==> src/rtl/pc_seq_pkg.sv <==
// Shared definitions for the program-counter sequencer: flow opcodes,
// FSM state encoding and ALU flag bit positions.
package pc_seq_pkg;

  localparam logic [2:0] OP_NOP  = 3'd0;
  localparam logic [2:0] OP_JMP  = 3'd1;
  localparam logic [2:0] OP_BR   = 3'd2;
  localparam logic [2:0] OP_BRC  = 3'd3;
  localparam logic [2:0] OP_CALL = 3'd4;
  localparam logic [2:0] OP_RET  = 3'd5;
  localparam logic [2:0] OP_HALT = 3'd6;
  localparam logic [2:0] OP_RSVD = 3'd7;

  typedef enum logic [1:0] {
    ST_RUN   = 2'd0,
    ST_HALT  = 2'd1,
    ST_FAULT = 2'd2
  } seq_state_t;

  // Bit positions within flags = {N,C,Z,V}
  localparam int FLAG_N = 3;
  localparam int FLAG_C = 2;
  localparam int FLAG_Z = 1;
  localparam int FLAG_V = 0;

endpackage

==> src/rtl/return_stack.sv <==
// Small LIFO holding return addresses. The entry count doubles as the
// write pointer; top is the most recently pushed entry.
module return_stack #(
  parameter int DEPTH = 4,
  parameter int WIDTH = 8,
  localparam int AW = $clog2(DEPTH),
  localparam int LW = $clog2(DEPTH + 1)
) (
  input  logic             clk,
  input  logic             res_n,
  input  logic             push,
  input  logic             pop,
  input  logic [WIDTH-1:0] push_data,
  output logic [WIDTH-1:0] top,
  output logic             full,
  output logic             empty,
  output logic [LW-1:0]    level
);

  localparam logic [LW-1:0] ONE = LW'(1);

  logic [WIDTH-1:0] mem [DEPTH];

  assign full  = (level == LW'(DEPTH));
  assign empty = (level == '0);
  assign top   = mem[AW'(level - ONE)];

  // Entry count: moves by one on an accepted push or pop.
  always_ff @(posedge clk or negedge res_n) begin
    if (!res_n) begin
      level <= '0;
    end else if (push && !full) begin
      level <= level + ONE;
    end else if (pop && !empty) begin
      level <= level - ONE;
    end
  end

  // Storage needs no reset; only entries below level are ever read.
  always_ff @(posedge clk) begin
    if (push && !full) begin
      mem[AW'(level)] <= push_data;
    end
  end

endmodule

==> src/rtl/pc_sequencer.sv <==
// Control-flow sequencer in front of the Program_Counter. Decodes one flow
// command per cycle into wr_en/add_offset/counteradress and owns the
// CALL/RET return stack.
//
// state    | meaning
// ---------+-------------------------------------------------------------
// ST_RUN   | accepting commands; idle drive lets the counter increment
// ST_HALT  | pc held; resume=1 releases with one increment
// ST_FAULT | pc held at the fault vector until reset
module pc_sequencer
  import pc_seq_pkg::*;
#(
  parameter int PC_WIDTH     = 8,
  parameter int STACK_DEPTH  = 4,
  parameter logic [PC_WIDTH-1:0] FAULT_VECTOR = 8'hF0,
  localparam int LW = $clog2(STACK_DEPTH + 1)
) (
  input  logic                clk,
  input  logic                res_n,
  input  logic                cmd_valid,
  input  logic [2:0]          cmd_op,
  input  logic [PC_WIDTH-1:0] cmd_arg,
  input  logic [3:0]          cond_mask,
  input  logic [3:0]          flags,
  input  logic [PC_WIDTH-1:0] pc,
  input  logic                resume,
  output logic                cmd_ready,
  output logic                pc_wr_en,
  output logic                pc_add_offset,
  output logic [PC_WIDTH-1:0] pc_counteradress,
  output logic                halted,
  output logic                faulted,
  output logic [LW-1:0]       stack_level
);

  seq_state_t state, state_nxt;

  logic                push, pop;
  logic                stk_full, stk_empty;
  logic [PC_WIDTH-1:0] stk_top;
  logic [PC_WIDTH-1:0] ret_addr;

  // Return address wraps naturally at the top of the address space.
  assign ret_addr = pc + PC_WIDTH'(1);

  return_stack #(
    .DEPTH (STACK_DEPTH),
    .WIDTH (PC_WIDTH)
  ) u_stack (
    .clk       (clk),
    .res_n     (res_n),
    .push      (push),
    .pop       (pop),
    .push_data (ret_addr),
    .top       (stk_top),
    .full      (stk_full),
    .empty     (stk_empty),
    .level     (stack_level)
  );

  // State register.
  always_ff @(posedge clk or negedge res_n) begin
    if (!res_n) begin
      state <= ST_RUN;
    end else begin
      state <= state_nxt;
    end
  end

  // Next state and Mealy PC drive. Reset overrides everything so a command
  // presented during reset can neither move the counter nor touch the stack.
  always_comb begin
    state_nxt        = state;
    pc_wr_en         = 1'b0;
    pc_add_offset    = 1'b0;
    pc_counteradress = '0;
    push             = 1'b0;
    pop              = 1'b0;

    unique case (state)
      ST_RUN: begin
        if (cmd_valid) begin
          unique case (cmd_op)
            OP_JMP: begin
              pc_wr_en         = 1'b1;
              pc_counteradress = cmd_arg;
            end
            OP_BR: begin
              pc_wr_en         = 1'b1;
              pc_add_offset    = 1'b1;
              pc_counteradress = cmd_arg;
            end
            OP_BRC: begin
              if (|(flags & cond_mask)) begin
                pc_wr_en         = 1'b1;
                pc_add_offset    = 1'b1;
                pc_counteradress = cmd_arg;
              end
            end
            OP_CALL: begin
              pc_wr_en = 1'b1;
              if (!stk_full) begin
                push             = 1'b1;
                pc_counteradress = cmd_arg;
              end else begin
                pc_counteradress = FAULT_VECTOR;
                state_nxt        = ST_FAULT;
              end
            end
            OP_RET: begin
              pc_wr_en = 1'b1;
              if (!stk_empty) begin
                pop              = 1'b1;
                pc_counteradress = stk_top;
              end else begin
                pc_counteradress = FAULT_VECTOR;
                state_nxt        = ST_FAULT;
              end
            end
            OP_HALT: begin
              pc_wr_en      = 1'b1;
              pc_add_offset = 1'b1;
              state_nxt     = ST_HALT;
            end
            default: ;  // NOP and reserved: let the counter increment
          endcase
        end
      end
      ST_HALT: begin
        if (resume) begin
          state_nxt = ST_RUN;
        end else begin
          pc_wr_en      = 1'b1;
          pc_add_offset = 1'b1;
        end
      end
      default: begin
        pc_wr_en      = 1'b1;
        pc_add_offset = 1'b1;
      end
    endcase

    if (!res_n) begin
      state_nxt        = ST_RUN;
      pc_wr_en         = 1'b0;
      pc_add_offset    = 1'b0;
      pc_counteradress = '0;
      push             = 1'b0;
      pop              = 1'b0;
    end
  end

  assign cmd_ready = (state == ST_RUN);
  assign halted    = (state == ST_HALT);
  assign faulted   = (state == ST_FAULT);

endmodule
==> config.mk <==
export PLATFORM = sky130hd
export DESIGN_NAME = pc_sequencer
export DESIGN_NICKNAME = d
export VERILOG_FILES = /design/src/rtl/pc_seq_pkg.sv /design/src/rtl/return_stack.sv /design/src/rtl/pc_sequencer.sv
export SDC_FILE = /design/constraint.sdc
export NUM_CORES = 1
export LEC_CHECK = 0
export CAP_MARGIN = 10
export CORE_UTILIZATION = 30
export DETAILED_ROUTE_END_ITERATION = 8
export PLACE_DENSITY_LB_ADDON = 0.25
export SYNTH_ARGS = -nofsm -noshare
export SYNTH_HDL_FRONTEND = slang
export SYNTH_SLANG_ARGS = --single-unit
==> constraint.sdc <==
create_clock -name clk -period 2.4 [get_ports clk]
set_input_delay 0.36 -clock clk [delete_from_list [all_inputs] [get_ports clk]]
set_output_delay 0.36 -clock clk [all_outputs]
set_load 0.01 [all_outputs]
==> results.txt <==
Status -> complete, but fails checks
Failing checks -> DRC
Reg2Reg Setup Slack -> 0.47 ns
Synth area leader -> edfxtp_1
Pins Over Slew Limit -> 0
HP Class -> in -> async
Post-synth design cell area -> 2040 sq um
Tmin final -> 2.30 ns
Cell depth of the worst flop-to-flop path -> 6
Netlist cell types -> 39
DRC errors left -> 7
Syn nets -> 196
Yosys reg bits -> 37
Inserted Clock Buffers -> 5
Unrepaired setup endpoints after global routing -> no
Avg Cell Area, Syn -> 12.9 sq um
Clock root cell -> clkbuf_8
Final hold violations -> 0
Max Clock Skew -> 0.00532 ns
Top cells by area, synth -> edfxtp_1 47%, mux4_1 9.0%, dfrtp_1 6.1%
Initial DRT Pass Iterations -> 6
Std-Cell Core Area -> 6460 sq um
H-tree depth -> 2
Die area -> 7150 sq um
ANT cells -> 0
Worst EP required -> 2.04 ns
Initial Util -> 0.317
Pleak -> 0.00117 uW
Crit-path max FO -> 6
Share of the synthesized area in the top cell type -> 0.470
# IOs -> 47
Fraction of layout cells with a size suffix above 1 -> 0.280
Max Clk Rate -> 434 MHz
Worst hold slack -> 0.0726 ns
PD cells -> 724 nW/um^2
DP Wirelength -> 3770 um
Finished Core Util -> 0.462
Fin nets -> 282
Placement Setup Slack -> -0.305 ns
Async S/R FF share, synth -> 0.135
Final worst slack -> 0.0956 ns
Routed vias -> 1,577
Grt total ovfl -> 0
Setup TNS -> 0 ns
Chip width -> 84.6 um
Clk sinks -> 37
Seq/Total Area, Yosys -> 0.531
Startpoint types -> flip-flop
Yosys warning count -> 0
Clock Tree Buf Depth -> 2
Number of global-route vias before repair -> 1,612
Worst-Margin Slew -> 0.391 ns
Row cnt -> 29
Critical path class -> reg -> out
Slew margin rel. -> 0.738
CP Launch Point -> u_stack.level[0]
Global Route Usage Sum -> 0.140
Initial drt markers -> 79
Mapped Cells -> 159
Worst-Skew Late Latency -> 0.28 ns
GPL Wtd Cong -> 0.780
Crit path DAT -> 1.94 ns
Wire per inst -> 14.9 um
PortBufs -> 46
Max Cap Viol -> 0
Final antenna-violating net count -> 0
Initial antenna violation count -> 0
Critical Path End -> pc_counteradress[6]
Post-route clock period utilization -> 0.960
Setup-failing EPs final -> 0
Final WL -> 4810 um
Prevailing post-synth register cell -> edfxtp_1
Via/cell ratio -> 4.88
Worst r2r src -> state[0]
CTS tree -> built
R2r endpoint -> u_stack.mem[2][6]
Crit. End Element -> output pin
First-pass GRT wire length -> 7780 um
Clk slew on worst S/H paths -> 0.07 ns
Max VDD drop -> 0.418 mV
Largest net degree at the start of global routing -> 12
Die Ht -> 84.6 um
Syn-to-layout area delta -> 45.9%
Number of synthesized flops with an enable pin -> 32
==> logic make-up after synthesis <==
family / count (synthesis) / share of synthesized area
AND/OR/NAND/NOR: 58 / 0.163
flip-flops: 37 / 0.531
AO/OA/AOI/OAI: 29 / 0.0979
buffers and inverters: 13 / 0.0361
XOR/XNOR: 8 / 0.0343
multiplexers: 8 / 0.101
adder cells (fa/ha/maj): 6 / 0.0367
==> layout make-up <==
cell class / instances / area, sq um
fillers: 601 / 3480
well taps: 77 / 96.3
repair buffers: 85 / 786
multi-input cells: 109 / 906
clock inverters: 2 / 10.0
inverters: 7 / 26.3
clock buffers: 6 / 72.6
flip-flops and latches: 37 / 1090
==> sequential cells by signal (all words and copies together) (netlist names) <==
| signal | count |
|---|---|
| state | 2 |
| u_stack.mem | 32 |
| u_stack.level | 3 |
==> timing repair <==
action,in CTS,in global routing
pin swaps,1,5
resized for setup,20,20
hold endpoints to repair,0,0
buffers inserted,2,4
endpoints found under the setup margin,10,9
hold buffers,0,0
==> placed cells by master (no fill, tap or decap), types with 2 or more instances in the layout <==
cell	Yosys	final
and2_1	4	4
clkbuf_8	0	5
clkinv_2	0	2
xor2_1	2	2
dfrtp_1	5	5
buf_12	0	2
a21oi_1	3	2
inv_1	7	6
nand4_1	2	2
nor2_1	11	9
clkdlybuf4s50_1	0	32
clkdlybuf4s15_1	0	5
nand3_1	10	10
and3_1	3	3
nor2_2	0	2
buf_6	3	2
nand2b_1	2	2
dlymetal6s2s_1	0	2
mux4_1	7	3
o21ai_0	6	6
o21ai_1	5	5
dlygate4sd2_1	0	6
ha_1	6	5
buf_4	0	34
mux4_2	1	5
nor2b_1	4	4
xnor2_1	6	6
nand2_1	14	14
o22ai_1	5	5
edfxtp_1	32	32
a22oi_2	0	2
==> where the power goes <==
| part | switching [uW] | leakage (uW) | internal [uW] |
|---|---|---|---|
| sequential | 32.1 | 0.000353 | 735 |
| combinational | 427 | 0.000775 | 566 |
| clock | 198 | 0.0000450 | 201 |
| total | 657 | 0.00117 | 1500 |
==> per-stage QoR <==
step / total power [uW] / instance area (sq um) / cells
4_1_cts: 2080 / 2930 / 319
3_5_place_dp: 1610 / 2810 / 309
2_1_floorplan: 1250 / 2040 / 159
5_1_grt: 2300 / 2980 / 323
6_report: 2160 / 2980 / 323
3_3_place_gp: 1600 / 2810 / 309
==> critical path, stage by stage, from the launching register on <==
cell             delay (ns)
dfrtp_1                0.41
inv_2                  0.08
ha_4                   0.29
buf_6                  0.13
mux4_2                 0.31
nor2_1                 0.12
o22ai_1                0.09
clkdlybuf4s15_1        0.24
==> metal layers <==
| metal | share of wire | vias to the layer above | GRT usage |
|---|---|---|---|
| met5 | 0 | - | 0 |
| met4 | 0.018 | 0 | 0.0616 |
| met3 | 0.064 | 8 | 0.0344 |
| met2 | 0.51 | 54 | 0.251 |
| met1 | 0.41 | 744 | 0.159 |
| li1 | - | 771 | - |
==> synth_stat cells (2+ instances only) <==
cell	n
a21oi_1	3
a22oi_1	3
and2_1	4
and3_1	3
buf_2	2
buf_6	3
dfrtp_1	5
edfxtp_1	32
ha_1	6
inv_1	7
mux4_1	7
nand2_1	14
nand2b_1	2
nand3_1	10
nand4_1	2
nor2_1	11
nor2b_1	4
o21ai_0	6
o21ai_1	5
o22ai_1	5
xnor2_1	6
xor2_1	2
==> how the worst min path moves through the flow <==
stage / slack (ns) / cells past startpoint / from / end
5_1_grt: 0.09 / 2 / res_n / state[0]
4_1_cts: 0.44 / 2 / res_n / state[0]
2_1_floorplan: 0.06 / 0 / res_n / state[0]
6_report: 0.07 / 2 / res_n / u_stack.level[2]
3_3_place_gp: 0.60 / 2 / state[0] / state[1]
3_5_place_dp: 0.62 / 2 / state[0] / state[1]
Note: power is estimated with default switching activity, not from simulation.
